`src/rtl/register_arbiter_if.sv`:
```
// Requester-side and register_block-side signals of register_arbiter.
// Packed requester vectors carry requester k in slice k.
interface register_arbiter_if #(
  parameter int ADDR_WIDTH = 8,
  parameter int DATA_WIDTH = 32
);
  logic [1:0]              i_w_en;
  logic [2*ADDR_WIDTH-1:0] i_w_addr;
  logic [2*DATA_WIDTH-1:0] i_w_value;
  logic [1:0]              i_r_en;
  logic [2*ADDR_WIDTH-1:0] i_r_addr;
  logic [2*DATA_WIDTH-1:0] o_r_value;
  logic [1:0]              o_r_valid;
  logic [1:0]              o_busy;
  logic [1:0]              o_drop;
  logic                    o_timeout;
  logic                    o_w_en;
  logic [ADDR_WIDTH-1:0]   o_w_addr;
  logic [DATA_WIDTH-1:0]   o_w_value;
  logic                    o_r_en;
  logic [ADDR_WIDTH-1:0]   o_r_addr;
  logic [DATA_WIDTH-1:0]   i_r_value;
  logic                    i_r_valid;

  modport slave (
    input  i_w_en, i_w_addr, i_w_value, i_r_en, i_r_addr, i_r_value, i_r_valid,
    output o_r_value, o_r_valid, o_busy, o_drop, o_timeout,
           o_w_en, o_w_addr, o_w_value, o_r_en, o_r_addr
  );

  modport master (
    output i_w_en, i_w_addr, i_w_value, i_r_en, i_r_addr, i_r_value, i_r_valid,
    input  o_r_value, o_r_valid, o_busy, o_drop, o_timeout,
           o_w_en, o_w_addr, o_w_value, o_r_en, o_r_addr
  );
endinterface

```
`src/rtl/register_arbiter.sv`:
```
// Two-requester round-robin arbiter in front of register_block: one buffered
// operation per requester, grant held through the read-response wait.
module register_arbiter_slot #(
  parameter int ADDR_WIDTH = 8,
  parameter int DATA_WIDTH = 32
) (
  input  logic                  clk,
  input  logic                  i_reset_n,
  input  logic                  w_en,
  input  logic                  r_en,
  input  logic [ADDR_WIDTH-1:0] w_addr,
  input  logic [ADDR_WIDTH-1:0] r_addr,
  input  logic [DATA_WIDTH-1:0] w_value,
  input  logic                  clr,
  output logic                  full,
  output logic                  is_write,
  output logic                  drop,
  output logic [ADDR_WIDTH-1:0] addr,
  output logic [DATA_WIDTH-1:0] data
);
  always_ff @(posedge clk or negedge i_reset_n)
    if (!i_reset_n) begin
      full     <= 1'b0;
      is_write <= 1'b0;
      drop     <= 1'b0;
      addr     <= '0;
      data     <= '0;
    end else begin
      // A full slot refuses everything, even in the cycle it is being cleared.
      drop <= full ? (w_en | r_en) : (w_en & r_en);
      if (full) begin
        if (clr) full <= 1'b0;
      end else if (w_en | r_en) begin
        full     <= 1'b1;
        is_write <= w_en;
        addr     <= w_en ? w_addr : r_addr;
        data     <= w_en ? w_value : '0;
      end
    end
endmodule

module register_arbiter #(
  parameter int ADDR_WIDTH = 8,
  parameter int DATA_WIDTH = 32,
  parameter int TIMEOUT    = 15
) (
  input  logic             clk,
  input  logic             i_reset_n,
  register_arbiter_if.slave bus
);
  localparam int            CW       = $clog2(TIMEOUT + 1);
  localparam logic [CW-1:0] CNT_LAST = CW'(TIMEOUT - 1);

  typedef enum logic [1:0] {IDLE, WRITE, READ_ISSUE, READ_WAIT} state_t;

  state_t                     state;
  logic                       g, last, nxt_g, done;
  logic [CW-1:0]              cnt;
  logic [1:0]                 full, is_write, drop, clr, r_valid;
  logic [1:0][ADDR_WIDTH-1:0] addr;
  logic [1:0][DATA_WIDTH-1:0] data, r_value;
  logic                       w_en, r_en, timeout;
  logic [ADDR_WIDTH-1:0]      w_addr, r_addr;
  logic [DATA_WIDTH-1:0]      w_value;

  for (genvar k = 0; k < 2; k++) begin : g_slot
    register_arbiter_slot #(.ADDR_WIDTH(ADDR_WIDTH), .DATA_WIDTH(DATA_WIDTH)) u_slot (
      .clk      (clk),
      .i_reset_n(i_reset_n),
      .w_en     (bus.i_w_en[k]),
      .r_en     (bus.i_r_en[k]),
      .w_addr   (bus.i_w_addr[k*ADDR_WIDTH +: ADDR_WIDTH]),
      .r_addr   (bus.i_r_addr[k*ADDR_WIDTH +: ADDR_WIDTH]),
      .w_value  (bus.i_w_value[k*DATA_WIDTH +: DATA_WIDTH]),
      .clr      (clr[k]),
      .full     (full[k]),
      .is_write (is_write[k]),
      .drop     (drop[k]),
      .addr     (addr[k]),
      .data     (data[k])
    );
    assign clr[k] = done & (g == 1'(k));
  end

  // Tie goes to whoever was not granted last; a lone full slot always wins.
  assign nxt_g = (&full) ? ~last : full[1];
  assign done  = (state == WRITE) ||
                 ((state == READ_WAIT) && (bus.i_r_valid || cnt == CNT_LAST));

  always_ff @(posedge clk or negedge i_reset_n)
    if (!i_reset_n) begin
      state   <= IDLE;
      g       <= 1'b0;
      last    <= 1'b1;
      cnt     <= '0;
      w_en    <= 1'b0;
      w_addr  <= '0;
      w_value <= '0;
      r_en    <= 1'b0;
      r_addr  <= '0;
      r_valid <= '0;
      r_value <= '0;
      timeout <= 1'b0;
    end else begin
      w_en    <= 1'b0;
      w_addr  <= '0;
      w_value <= '0;
      r_en    <= 1'b0;
      r_addr  <= '0;
      r_valid <= '0;
      timeout <= 1'b0;
      case (state)
        IDLE:
          if (|full) begin
            g    <= nxt_g;
            last <= nxt_g;
            if (is_write[nxt_g]) begin
              state   <= WRITE;
              w_en    <= 1'b1;
              w_addr  <= addr[nxt_g];
              w_value <= data[nxt_g];
            end else begin
              state  <= READ_ISSUE;
              r_en   <= 1'b1;
              r_addr <= addr[nxt_g];
            end
          end
        WRITE: state <= IDLE;
        READ_ISSUE: begin
          cnt   <= '0;
          state <= READ_WAIT;
        end
        READ_WAIT:
          if (bus.i_r_valid) begin
            r_value[g] <= bus.i_r_value;
            r_valid[g] <= 1'b1;
            state      <= IDLE;
          end else if (cnt == CNT_LAST) begin
            timeout <= 1'b1;
            state   <= IDLE;
          end else begin
            cnt <= cnt + 1'b1;
          end
        default: state <= IDLE;
      endcase
    end

  assign bus.o_w_en    = w_en;
  assign bus.o_w_addr  = w_addr;
  assign bus.o_w_value = w_value;
  assign bus.o_r_en    = r_en;
  assign bus.o_r_addr  = r_addr;
  assign bus.o_r_value = r_value;
  assign bus.o_r_valid = r_valid;
  assign bus.o_busy    = full;
  assign bus.o_drop    = drop;
  assign bus.o_timeout = timeout;
endmodule

```
`src/flat_wrapper.sv`:
```
// flat-port wrapper written by rule: the top's interface ports become plain ports
module register_arbiter_flat 
#(
  parameter int ADDR_WIDTH = 8,
  parameter int DATA_WIDTH = 32,
  parameter int TIMEOUT    = 15
)
  (clk, i_reset_n, bus_i_w_en, bus_i_w_addr, bus_i_w_value, bus_i_r_en, bus_i_r_addr, bus_i_r_value, bus_i_r_valid, bus_o_r_value, bus_o_r_valid, bus_o_busy, bus_o_drop, bus_o_timeout, bus_o_w_en, bus_o_w_addr, bus_o_w_value, bus_o_r_en, bus_o_r_addr);
  register_arbiter_if #(.ADDR_WIDTH(ADDR_WIDTH), .DATA_WIDTH(DATA_WIDTH)) bus_i ();
  input  logic clk;
  input  logic i_reset_n;
  input wire logic [$bits(bus_i.i_w_en)-1:0] bus_i_w_en;
  input wire logic [$bits(bus_i.i_w_addr)-1:0] bus_i_w_addr;
  input wire logic [$bits(bus_i.i_w_value)-1:0] bus_i_w_value;
  input wire logic [$bits(bus_i.i_r_en)-1:0] bus_i_r_en;
  input wire logic [$bits(bus_i.i_r_addr)-1:0] bus_i_r_addr;
  input wire logic [$bits(bus_i.i_r_value)-1:0] bus_i_r_value;
  input wire logic [$bits(bus_i.i_r_valid)-1:0] bus_i_r_valid;
  output wire logic [$bits(bus_i.o_r_value)-1:0] bus_o_r_value;
  output wire logic [$bits(bus_i.o_r_valid)-1:0] bus_o_r_valid;
  output wire logic [$bits(bus_i.o_busy)-1:0] bus_o_busy;
  output wire logic [$bits(bus_i.o_drop)-1:0] bus_o_drop;
  output wire logic [$bits(bus_i.o_timeout)-1:0] bus_o_timeout;
  output wire logic [$bits(bus_i.o_w_en)-1:0] bus_o_w_en;
  output wire logic [$bits(bus_i.o_w_addr)-1:0] bus_o_w_addr;
  output wire logic [$bits(bus_i.o_w_value)-1:0] bus_o_w_value;
  output wire logic [$bits(bus_i.o_r_en)-1:0] bus_o_r_en;
  output wire logic [$bits(bus_i.o_r_addr)-1:0] bus_o_r_addr;
  assign bus_i.i_w_en = bus_i_w_en;
  assign bus_i.i_w_addr = bus_i_w_addr;
  assign bus_i.i_w_value = bus_i_w_value;
  assign bus_i.i_r_en = bus_i_r_en;
  assign bus_i.i_r_addr = bus_i_r_addr;
  assign bus_i.i_r_value = bus_i_r_value;
  assign bus_i.i_r_valid = bus_i_r_valid;
  assign bus_o_r_value = bus_i.o_r_value;
  assign bus_o_r_valid = bus_i.o_r_valid;
  assign bus_o_busy = bus_i.o_busy;
  assign bus_o_drop = bus_i.o_drop;
  assign bus_o_timeout = bus_i.o_timeout;
  assign bus_o_w_en = bus_i.o_w_en;
  assign bus_o_w_addr = bus_i.o_w_addr;
  assign bus_o_w_value = bus_i.o_w_value;
  assign bus_o_r_en = bus_i.o_r_en;
  assign bus_o_r_addr = bus_i.o_r_addr;
  register_arbiter #(.ADDR_WIDTH(ADDR_WIDTH), .DATA_WIDTH(DATA_WIDTH), .TIMEOUT(TIMEOUT)) u_core (.clk(clk), .i_reset_n(i_reset_n), .bus(bus_i));
endmodule
```
`config.mk`:
```
export PLATFORM = sky130hd
export DESIGN_NAME = register_arbiter_flat
export DESIGN_NICKNAME = d
export VERILOG_FILES = /design/src/rtl/register_arbiter_if.sv /design/src/rtl/register_arbiter.sv /design/src/flat_wrapper.sv
export SDC_FILE = /design/constraint.sdc
export NUM_CORES = 1
export LEC_CHECK = 0
export BUFFER_PORTS_ARGS = -buffer_cell sky130_fd_sc_hd__buf_2
export CAP_MARGIN = 10
export CELL_PAD_IN_SITES_DETAIL_PLACEMENT = 0
export CELL_PAD_IN_SITES_GLOBAL_PLACEMENT = 1
export CORE_MARGIN = 5
export CORE_UTILIZATION = 36
export DETAILED_ROUTE_END_ITERATION = 8
export GPL_TIMING_DRIVEN = 0
export PLACE_DENSITY_LB_ADDON = 0.1
export SLEW_MARGIN = 20
export SYNTH_ARGS = -nofsm -noshare
export SYNTH_HDL_FRONTEND = slang
export SYNTH_SLANG_ARGS = --single-unit
```
`constraint.sdc`:
```
create_clock -name clk -period 1.6 [get_ports clk]
set_clock_uncertainty 0.05 [all_clocks]
set_input_delay 0.16 -clock clk [delete_from_list [all_inputs] [get_ports clk]]
set_output_delay 0.16 -clock clk [all_outputs]
set_load 0.05 [all_outputs]
```
; ---- After elaboration in Yosys (flattened, before gate mapping)
; Index checks and enable logic that the tools add are counted.
[totals]
register_bits = 211
in_bits = 135
[op_classes]
n_addsub = 1
magnitude_cmp = 3
n_eq_ne = 8
muxes = 52
bitwise_logic = 10
n_reduce_logical = 14
[ops]
columns = op, n
row1 = $mux 32, 8
row2 = $mux 8, 10
row3 = $bwmux 64, 1
row4 = $demux 32 s1, 1
row5 = $mux 1, 21
row6 = $mux 2, 6
row7 = $reduce_and 2->1, 6
row8 = $mux 4, 2
row9 = $pmux 2 s4, 1
row10 = $pmux 4 s2, 1
row11 = $add 4x1->4 const B, 1
row12 = $and 1x1->1, 4
row13 = $eq 2x2->1 const B, 2
row14 = $eq 4x4->1 const B, 1
row15 = $lt 1x2->1 const B, 2
row16 = $ne 2x2->1 const B, 2
row17 = $not 1->1, 4
row18 = $ne 3x3->1 const B, 1
row19 = $reduce_and 3->1, 1
row20 = $eq 2x1->1 const B, 1
row21 = $logic_and 1x1->1, 2
row22 = $logic_not 2->1, 1
row23 = $logic_or 1x1->1, 2
row24 = $ne 2x1->1 const B, 1
row25 = 5 further kinds, 6

; ---- Depth between registers and ports, before layout
; Gate-level depths: netlist (run 1).
[depth]
ltp_word = 7
mapped_depth = 6
ltp_nobuf = 5

; ---- By module
; Synthesis (run 1) repeated with hierarchy kept, for this count alone.
[hier_totals]
hier_cells = 596
area_unflattened_um2 = 8540.7
[by_module_without_submodules]
columns = module, instances, cells_per_inst, area_each_um2, seq_area_each_um2
row1 = register_arbiter, 1, 350, 5149.9, 3129.3
row2 = register_arbiter_slot, 2, 123, 1695.4, 1076.0

; ---- Least setup slack after synthesis (run 1)
; No wires, ideal clock.
[synth_path]
kind = register to register
start = register u_core.cnt[0]
end = register u_core.cnt[3]
setup_time_ns = 0.069
t_arrival_ns = 1.430
required_ns = 1.481
path_slack_ns = 0.051
stages_incl_launch_ff = 6
period_less_slack_ns = 1.549
cell_sequence = dfrtp_1 > inv_1 > ha_1 > a31o_1 > or4_1 > nand3_1
[synth_via]
elab_chain_len = 4
word_cells_on_any_way = 7
classes_between = 1 x add/sub / 2 x eq/ne / 3 x mux / 1 x reduce/logical
[synth_lines]
columns = item, line
row1 = "start, declared", register_arbiter.sv:58  ; logic [CW-1:0] cnt;
row2 = "start signal, assigned", register_arbiter.sv:142  ; cnt <= cnt + 1'b1;
row3 = $add 4x1->4, register_arbiter.sv:142
row4 = $mux 4, register_arbiter.sv:138  ; end else if (cnt == CNT_LAST) begin
row5 = $mux 4, register_arbiter.sv:134  ; if (bus.i_r_valid) begin
row6 = $pmux 4 s2, register_arbiter.sv:112  ; case (state)
; Several ways; a longest one is shown, not always the timed one. The select of a mux whose other input is x is not followed.
; A chain may end at the register's enable or synchronous reset.

; ---- Worst setup path after layout (run 1)
[layout_path]
start = register u_core.g_slot[0].u_slot.full
end = register u_core.w_value[10], in the netlist u_core.bus.o_w_value[10]
[layout_via]
elab_chain_len = 7
word_cells_on_any_way = 10
classes_between = 8 x mux / 2 x reduce/logical
[layout_lines]
columns = item, line
row1 = "start, declared", register_arbiter.sv:15  ; output logic full,
row2 = "start signal, assigned", register_arbiter.sv:23  ; full <= 1'b0;
row3 = "start signal, assigned", register_arbiter.sv:32  ; if (clr) full <= 1'b0;
row4 = "start signal, assigned", register_arbiter.sv:34  ; full <= 1'b1;
row5 = $reduce_and 2->1, register_arbiter.sv:86  ; assign nxt_g = (&full) ? ~last : full[1];
row6 = $mux 1, register_arbiter.sv:86
row7 = $mux 32 (implied by the code) or $mux 1 (tied branches) (2 in a row), "register_arbiter.sv:121, register_arbiter.sv:117"
row8 = $mux 32, register_arbiter.sv:117  ; if (is_write[nxt_g]) begin
row9 = $mux 32 (*), register_arbiter.sv:114  ; if (|full) begin
row10 = $mux 32 (*), register_arbiter.sv:112
row11 = "end signal, assigned", register_arbiter.sv:121  ; w_value <= data[nxt_g];
row12 = "end, declared", register_arbiter.sv:64  ; logic [DATA_WIDTH-1:0] w_value;
; Mark *: on every way between the ends. The rest lies on a longest branch, timed or not. The select of a mux whose other input is x is not followed.

==> reports/qor.yml, run 1 <==
yosys:
  synth.most_common_cell: "dfrtp_1"
  yosys.area.top_type_share_pct: 60.7
  synth-seq-cells: 211
  seq_area_frac_synth_pct: 61.0
  synthDistinctLibCells: 38
  synth_area_leaders: "dfrtp_1 61%, mux2_1 8.6%, nand2_1 6.5%"
  avgSynthCellArea_um2: 12.0
  syn_inst: 720
  synth_edf_count: 0
  synth_common_cells: "210 x dfrtp_1, 151 x nand2_1, 80 x o21ai_1"
  syn_area_um2: 8660
  synth_top_cell_by_area: "dfrtp_1"
  yosysWarnings: 0
  ys.flop_type: "dfrtp_1"
  synth_nets: 857
  async_flop_share_pct: 100
critical_path:
  rrSetupSlack_ns: -0.09
  crit_path_end_kind: "register"
  critical_path.top_delay_family: "buffers and inverters"
  cp_slowest_cell: "dfrtp_1"
  path_class: "reg2reg"
  crit_path_max_incr_delay_ns: 0.38
  cp_cell_sequence: "buf_6 > a21boi_2 > buf_6 > mux2i_4 > buf_12 > buf_8 > buf_12 > nor3_2"
  rr_endpoint: "u_core.bus.o_w_value[10]"
  cp-start-kind: "register"
  cp_max_fo: 6
  critical_path_buf_inv_count: 5
  critPathArrivalTime_ns: 2.03
  regToRegStartpoint: "u_core.g_slot[0].u_slot.full"
  reg2reg_depth: 8
  crit_required_ns: 1.93
cells_and_area:
  areaGrowthSynthToFinish_pct: 52.7
  stdcell_count: 1489
  nFillCells: 2081
  drive_gt1_share_pct: 37.5
  fin_nets: 1289
die:
  boundaryPins: 256
  rows: 56
  dieHeight_um: 165
  die-area_um2: 27200
  core_um2: 23500
  start_util_pct: 36.8
  die_x_um: 165
route:
  viasPerCell: 4.65
  detail-route-antenna-nets: 0
  dr_total_vias: 6921
  dr_wl_met3_mm: 1.66
  drtIter0Drc: 244
  highest_layer: "met4"
  avgRoutedWirePerCell_um: 16.9
  drc: 0
  wl_mm: 25.2
  first_pass_iters: 4
  wl_met1_mm: 10.7
  dr_wl_met2_mm: 12.3
placement:
  dp_worst_setup_slack_ns: -0.367
  hpwl_mm: 16.7
  dp_cells: 1293
  port_buffers: 252
  place_congestion: 0.741
power:
  p_leak_nw: 6.38
  power.switching_mw: 12.4
  intPower_mw: 16.0
  cellPowerDensity_nw_per_um2: 2150
  p_clk_share_pct: 19.3
  seq_power_share_pct: 30.3
  switching_share_pct: 43.8
  ir_drop_mv: 1.02
  combPwrFrac_pct: 50.4
grt:
  grt_usage_pct: 18.1
  grt-ovfl-total: 0
  grt_pass1_vias: 7476
  antenna_found_initial: 1
  grt_pass1_wl_mm: 39.2
  grt_max_degree: 95
sta:
  timing.final.ws_setup_ns: -0.0947
  fmax_mhz: 590
  worstMarginPinSlew_ns: 0.724
  rsz0062_at_grt: "yes"
  final_hold_viol_count: 0
  fin_crit_sh_pct: 106
  slew_viol_final: 0
  slew_headroom_pct: 51.7
  period_needed_ns: 1.69
  setup_violations: 32
outcome:
  status: "finished, violations left"
  violations: "setup timing"
cts:
  numCtsBuffers: 25
  clk_latency_ns: 0.51
  cts_tree: "yes"
  clockBufferDepth: 3
  cts_root_buf: "clkbuf_16"
  htree_levels: 1
  clkTransAtPathRegs_ns: 0.06
  numClockSinks: 211
job:
  drv_cap: 0
min_path:
  hold_class: "in2async"
[power groups by stage]
stage | Combinational, mW | Sequential [mW] | Clock (mW)
final | 14.3 | 8.62 | 5.47
after global routing | 15.2 | 8.87 | 5.86
after CTS | 13.6 | 8.55 | 5.64
after detailed placement | 11.6 | 8.55 | 0
after global placement | 11.5 | 8.51 | 0
after floorplan | 4.88 | 12.1 | 0
[through the flow]
stage               setup TNS (ns)  cell area (µm²)  hold slack, ns  util (%)  total power [mW]
finish                       -1.11            13200          0.0514      56.2              28.4
detailed placement          -23.96            10400         -0.0164      44.1              20.1
CTS                         -0.770            13000          0.0451      55.0              27.8
floorplan                        0             8660          -0.186         -              17.0
global placement           -760.60            10300           0.338      43.8              20.0
global route                 -3.96            13200          0.0554      56.2              29.9
[layout by cell type (no fill, tap or decap), types with 7 or more instances in the layout]
cell type and instances:
nand2_1 151, clkbuf_1 16, o21ai_1 80, clkbuf_4 7, mux2_1 66, dfrtp_1 210
mux2i_4 12, dlygate4sd3_1 131, nor3_4 14, buf_2 263, nor3_2 34, mux2i_1 36
mux2i_2 9, clkbuf_16 26, buf_4 25
[state kept, by name, indices dropped and copies added (netlist names), 2 cells and up]
| signal | flops |
|---|---|
| u_core.bus.o_r_value | 64 |
| u_core.g_slot.u_slot.full | 2 |
| u_core.g_slot.u_slot.addr | 16 |
| u_core.state | 2 |
| u_core.bus.o_w_value | 32 |
| u_core.g_slot.u_slot.data | 64 |
| u_core.bus.o_r_addr | 8 |
| u_core.bus.o_r_valid | 2 |
| u_core.g_slot.u_slot.is_write | 2 |
| u_core.g_slot.u_slot.drop | 2 |
| u_core.cnt | 4 |
| u_core.bus.o_w_addr | 8 |
[per-layer routing]
layer,GRT usage [%],vias to the layer above
met5,0,-
met2,31.0,209
met3,3.15,45
met1,23.8,3332
li1,-,3335
met4,4.76,0
[worst register-to-register path, delay by kind of cell (launching register included)]
kind | cells | cell delay [ns]
AO/OA/AOI/OAI | 1 | 0.13
flip-flops | 1 | 0.38
AND/OR/NAND/NOR | 1 | 0.04
buffers and inverters | 5 | 0.71
multiplexers | 1 | 0.26
[cell families (layout without fill, tap and decap cells)]
kind of cell,after synthesis,in the layout,synth area share (%)
muxes,124,125,15.5
adders and majority gates,4,4,0.520
and+or+nand+nor,217,217,12.8
other,0,1,0
DFF,211,211,61.0
buffers and inverters,63,511,3.77
AOI/OAI and AO/OA,101,101,6.37
[how the worst max path moves through the flow]
| stage | startpoint | to | slack [ns] | cells past startpoint |
|---|---|---|---|---|
| after CTS | u_core.g_slot[0].u_slot.full | u_core.bus.o_w_value[10] | -0.08 | 8 |
| after floorplan | u_core.cnt[0] | u_core.cnt[3] | 0.05 | 5 |
| after detailed placement | u_core.g_slot[0].u_slot.full | u_core.bus.o_w_value[20] | -0.37 | 4 |
| final | u_core.g_slot[0].u_slot.full | u_core.bus.o_w_value[10] | -0.09 | 8 |
| after global placement | i_reset_n | u_core.bus.o_w_value[18] | -3.49 | 1 |
| after global routing | u_core.g_slot[1].u_slot.full | u_core.bus.o_w_value[4] | -0.16 | 8 |
[timing repair]
| action | CTS | global route |
|---|---|---|
| hold buffers | 131 | 0 |
| pin swaps | 17 | 11 |
| gates resized for setup | 69 | 58 |
| gates cloned | 3 | 1 |
| endpoints found under the hold margin | 358 | 0 |
| setup endpoints to repair | 175 | 146 |
| setup buffers | 14 | 5 |
[area by class of cell]
cell class              count  area [µm²]  share of cell area (%)
diodes                      1        2.50                  0.0189
multi-input cells         447        3390                    25.7
inverters                   6        22.5                   0.170
well taps                 319         399                    3.02
plain buffers              56         438                    3.31
repair buffers            405        2890                    21.9
clock inverters             5        56.3                   0.426
clock buffers              39         738                    5.58
flip-flops and latches    211        5280                    39.9
Power figures use the tool's default switching activity.
==> inputs of run 2 (changes only) <==
Settings changed: CAP_MARGIN 10 to 20, CORE_UTILIZATION 36 to 40.
Clock period 1.6 ns to 1.8 ns, I/O delays scaled along.
==> reports/qor.yml, run 2 (same netlist as run 1, synthesis figures left out) <==
cells_and_area:
  final_cell_mix: "273 x buf_2, 210 x dfrtp_1, 151 x nand2_1, 131 x dlygate4sd3_1, 80 x o21ai_1"
  fin_nets: 1268  # -1.6%
  drive_gt1_share_pct: 33.4  # -4.1 points
  areaGrowthSynthToFinish_pct: 43.3
  layout_commonest_cell: "buf_2"
  diodes: 0  # -1
  nFillCells: 1790  # -14%
grt:
  grt_pass1_wl_mm: 37.5  # -4.5%
  grt-ovfl-total: 0  # unchanged
  grt_pass1_vias: 7132  # -4.6%
  grt_max_degree: 97  # +2.1%
  antenna_found_initial: 0  # -1
  grt_usage_pct: 18.7  # +0.63 points
critical_path:
  regToRegStartpoint: "u_core.g_slot[0].u_slot.full"
  rrSetupSlack_ns: 0.07  # +0.17 ns
  cp_max_fo: 10  # +4
  crit_path_end_kind: "register"
  rr_endpoint: "u_core.bus.o_r_addr[4]"
  path_class: "reg2reg"
  reg2reg_depth: 6  # -2
  cp-start-kind: "register"
  critPathArrivalTime_ns: 2.05  # +0.02 ns
  crit_required_ns: 2.12  # +0.19 ns
route:
  detail-route-antenna-nets: 0  # unchanged
  first_pass_iters: 4  # unchanged
  drtIter0Drc: 229  # -6.1%
  viasPerCell: 4.71  # +1.3%
  avgRoutedWirePerCell_um: 16.5  # -2.8%
  dr_total_vias: 6684  # -3.4%
  wl_mm: 23.4  # -7.3%
  drc: 0  # unchanged
sta:
  timing.hold.ws_ns: 0.0277  # -0.0237 ns
  slew_headroom_pct: 55.4  # +3.7 points
  final_hold_viol_count: 0  # unchanged
  setup_violations: 0  # -100%
  worstMarginPinSlew_ns: 0.669  # -0.0548 ns
  period_needed_ns: 1.73  # +0.0310 ns
  fmax_mhz: 579  # -1.8%
  timing.final.ws_setup_ns: 0.0742  # +0.169 ns
  fin_crit_sh_pct: 95.9  # -10 points
  rsz0062_at_grt: "yes"
  slew_viol_final: 0  # unchanged
cts:
  clockBufferDepth: 3  # unchanged
  numClockSinks: 211  # unchanged
  cts_tree: "yes"
  numCtsBuffers: 23  # -8.0%
  clkTransAtPathRegs_ns: 0.06  # about the same
  htree_levels: 1  # unchanged
  cts_root_buf: "clkbuf_16"
  clk_latency_ns: 0.50  # about the same
die:
  die-area_um2: 24700  # -9.4%
  dieHeight_um: 157  # -4.8%
  core_um2: 21200  # -10%
  rows: 53  # -5.4%
  boundaryPins: 256  # unchanged
  start_util_pct: 40.9  # +4.2 points
  die_x_um: 157  # -4.8%
min_path:
  hold_class: "in2reg"
  worstHoldEndpoint: "u_core.bus.o_timeout"
  hold_depth: 2
  hp-start: "bus_i_r_valid"
placement:
  dp_worst_setup_slack_ns: -0.150  # +0.217 ns
  place_congestion: 0.735  # -0.77%
  port_buffers: 252  # unchanged
  hpwl_mm: 16.4  # -1.5%
outcome:
  status: "finished, final reports clean"
power:
  p_leak_nw: 6.08  # -4.6%
  ir_drop_mv: 0.865  # -15%
  power.total_mw: 22.5  # -21%
  cellPowerDensity_nw_per_um2: 1820  # -15%
job:
  drv_cap: 0  # unchanged
[run 2: repair_timing]
action / CTS / global route
hold buffers: 131 / 0
setup buffers: 0 / 1
endpoints found under the setup margin: 50 / 64
pin swaps: 0 / 0
hold endpoints to repair: 359 / 0
gates resized for setup: 1 / 17
[run 2: critical path, cell delays in order, from the launching register on]
cell and delay, ns:
dfrtp_1 0.37, buf_2 0.18, a21boi_2 0.15, buf_6 0.17
buf_4 0.25, mux2i_1 0.34, nor3_1 0.08
[run 2: layout make-up]
| class | count | area (µm²) | share of cell area (%) |
|---|---|---|---|
| buffer | 57 | 328 | 2.64 |
| clock buffer | 34 | 667 | 5.38 |
| clock inverter | 4 | 45.0 | 0.363 |
| inverter | 6 | 22.5 | 0.182 |
| multi-input combinational | 446 | 3060 | 24.7 |
| sequential | 211 | 5280 | 42.6 |
| tap | 275 | 344 | 2.77 |
| timing repair buffer | 386 | 2660 | 21.4 |
[run 2: worst max-delay path by stage]
stage / from / end / slack, ns / cells past startpoint
2_1_floorplan: u_core.cnt[0] / u_core.cnt[3] / 0.25 / 5
3_3_place_gp: i_reset_n / u_core.bus.o_r_value[15] / -3.24 / 1
6_report: u_core.g_slot[0].u_slot.full / u_core.bus.o_r_addr[4] / 0.07 / 6
5_1_grt: u_core.g_slot[0].u_slot.full / u_core.bus.o_r_addr[4] / -0.004 / 6
3_5_place_dp: u_core.g_slot[0].u_slot.full / u_core.bus.o_w_value[13] / -0.15 / 4
4_1_cts: u_core.g_slot[0].u_slot.full / u_core.bus.o_r_addr[6] / 0.008 / 6
[run 2: stage by stage]
stage	TNS, ns	utilization, %	instance area, µm²	std cells
2_1_floorplan	0	-	8660	720
3_3_place_gp	-684.57	48.5	10300	1247
3_5_place_dp	-5.71	48.8	10300	1249
4_1_cts	0	58.4	12400	1418
5_1_grt	-0.0129	58.6	12400	1419
6_report	0	58.6	12400	1419
[run 2: power breakdown]
part           internal (mW)  leakage (nW)  switching (mW)
Combinational           3.27          3.03            7.29
Sequential              6.59          2.70           0.911
Clock                   2.68         0.352            1.80
[run 2: routing by layer]
metal | part of all wire [%] | GRT usage (%)
met1 | 43 | 25.1
met3 | 5.7 | 2.83
met5 | 0 | 0
met2 | 49 | 32.4
met4 | 1.8 | 4.26
==> inputs of run 3 (changes only) <==
Settings changed: PLACE_DENSITY set to 0.82, PLACE_DENSITY_LB_ADDON 0.1 to unset.
==> reports/qor.yml, run 3 (same netlist as run 1, synthesis figures left out) <==
grt:
  grt_max_degree: 92  # -5.2%
  grt_pass1_vias: 7229  # +1.4%
  antenna_found_initial: 1  # +1
  grt_usage_pct: 19.8  # +1.1 points
  grt_pass1_wl_mm: 38.7  # +3.4%
  grt-ovfl-total: 0  # unchanged
power:
  intPower_mw: 12.4  # -1.5%
  combPwrFrac_pct: 47.4  # +0.6 points
  ir_drop_mv: 0.706  # -18%
  power.switching_mw: 10.2  # +2.0%
  seq_power_share_pct: 33.6  # +0.3 points
  cellPowerDensity_nw_per_um2: 1820  # +0.12%
  p_clk_share_pct: 19.0  # -0.9 points
  p_leak_nw: 6.08  # about the same
  switching_share_pct: 45.2  # +0.87 points
cells_and_area:
  areaGrowthSynthToFinish_pct: 43.2  # about the same
  layout_commonest_cell: "buf_2"
  nFillCells: 1759  # -1.7%
  final_cell_mix: "273 x buf_2, 210 x dfrtp_1, 151 x nand2_1, 131 x dlygate4sd3_1, 80 x o21ai_1"
  fin_nets: 1270  # +0.16%
  drive_gt1_share_pct: 33.8  # +0.38 points
  post-route-util_pct: 58.6  # about the same
  stdcell_count: 1422  # +0.21%
route:
  drc: 0  # unchanged
  dr_total_vias: 6909  # +3.4%
  wl_mm: 25.2  # +7.6%
  first_pass_iters: 5  # +1
  detail-route-antenna-nets: 0  # unchanged
  drtIter0Drc: 277  # +21%
  viasPerCell: 4.86  # +3.1%
  avgRoutedWirePerCell_um: 17.7  # +7.3%
sta:
  fin_crit_sh_pct: 95.3  # -0.54 points
  slew_headroom_pct: 46.7  # -8.7 points
  slew_viol_final: 0  # unchanged
  setup_violations: 0  # unchanged
  rsz0062_at_grt: "yes"
  period_needed_ns: 1.72  # -0.00966 ns
  fmax_mhz: 583  # +0.56%
  timing.hold.ws_ns: 0.0325  # +0.00474 ns
  final_hold_viol_count: 0  # unchanged
  worstMarginPinSlew_ns: 0.800  # +0.131 ns
  timing.final.ws_setup_ns: 0.0839  # +0.00966 ns
placement:
  place_congestion: 0.778  # +5.7%
  dp_cells: 1249  # unchanged
  dp_worst_setup_slack_ns: -0.153  # -0.00256 ns
  hpwl_mm: 17.3  # +5.4%
  port_buffers: 252  # unchanged
min_path:
  hold_class: "in2reg"
die:
  die-area_um2: 24700  # unchanged
  start_util_pct: 40.9  # unchanged
  die_x_um: 157  # unchanged
  boundaryPins: 256  # unchanged
  dieHeight_um: 157  # unchanged
  rows: 53  # unchanged
  core_um2: 21200  # unchanged
critical_path:
  path_class: "reg2reg"
  critPathArrivalTime_ns: 2.04  # about the same
  crit_path_end_kind: "register"
  cp-start-kind: "register"
  crit_required_ns: 2.12  # about the same
  cp_max_fo: 10  # unchanged
cts:
  cts_root_buf: "clkbuf_16"
  htree_levels: 1  # unchanged
  cts_tree: "yes"
  clockBufferDepth: 3  # unchanged
  numCtsBuffers: 22  # -4.3%
  clkTransAtPathRegs_ns: 0.06  # about the same
  clk_latency_ns: 0.51  # about the same
  numClockSinks: 211  # unchanged
outcome:
  status: "finished, final reports clean"
job:
  drv_cap: 0  # unchanged
run 3: cell count changes in the layout (fill, tap and decap cells not counted), sizes merged:
cell    change
clkinv      +2
clkbuf      -4
bufinv      -1
buf         +5
diode       +1
run 3: metrics by stage:
step	TNS, ns	cell area [µm²]	power, mW
final	0	12400	22.6
after global routing	-0.00282	12400	23.8
after CTS	0	12300	22.6
after detailed placement	-3.95	10300	17.9
after global placement	-650.56	10300	17.8
after floorplan	0	8660	15.1
run 3: what timing repair did:
action | in CTS | in global routing
endpoints found under the setup margin | 49 | 46
resized for setup | 2 | 18
hold buffers | 131 | 0
hold endpoints to repair | 267 | 0
buffers inserted | 2 | 2
run 3: worst max-delay path, stage by stage, from the launching register on:
cell	delay [ns]
dfrtp_1	0.37
buf_2	0.19
a21boi_2	0.15
buf_6	0.17
buf_4	0.24
mux2i_1	0.34
nor3_1	0.08
run 3: cell type report:
cell class	instances	area, µm²	area share, %
antenna	1	2.50	0.0202
buffer	57	320	2.58
clock buffer	32	648	5.23
clock inverter	5	36.3	0.293
inverter	6	22.5	0.182
multi-input combinational	446	3070	24.8
sequential	211	5280	42.6
tap	275	344	2.78
timing repair buffer	389	2670	21.5
run 3: path summary, 6_finish.rpt:
kind	startpoint	to	slack [ns]	cells after the start
setup / recovery	u_core.g_slot[0].u_slot.full	u_core.bus.o_r_addr[1]	0.08	6
hold / removal	bus_i_r_valid	u_core.bus.o_timeout	0.03	2
setup reg to reg	u_core.g_slot[0].u_slot.full	u_core.bus.o_r_addr[1]	0.08	6
hold reg to reg	u_core.bus.o_r_value[63]	u_core.bus.o_r_value[63]	0.43	1
max in group asynchronous	i_reset_n	u_core.bus.o_r_value[62]	0.41	4
min in group asynchronous	i_reset_n	u_core.bus.o_w_value[8]	0.13	2
run 3: metal layers:
metal | GRT usage (%) | share of wire [%] | up-vias | wire [µm]
met3 | 3.96 | 7.8 | 33 | 1950
met4 | 4.22 | 1.7 | 0 | 440
met2 | 34.5 | 48 | 259 | 12100
met5 | 0 | 0 | - | 0
met1 | 25.7 | 42 | 3330 | 10600
li1 | - | - | 3287 | -
run 3: power groups by stage:
stage | logic (mW) | clock network (mW) | registers (mW)
5_1_grt | 11.4 | 4.60 | 7.80
3_3_place_gp | 10.2 | 0 | 7.59
2_1_floorplan | 4.34 | 0 | 10.8
4_1_cts | 10.6 | 4.39 | 7.56
6_report | 10.7 | 4.29 | 7.58
3_5_place_dp | 10.3 | 0 | 7.64
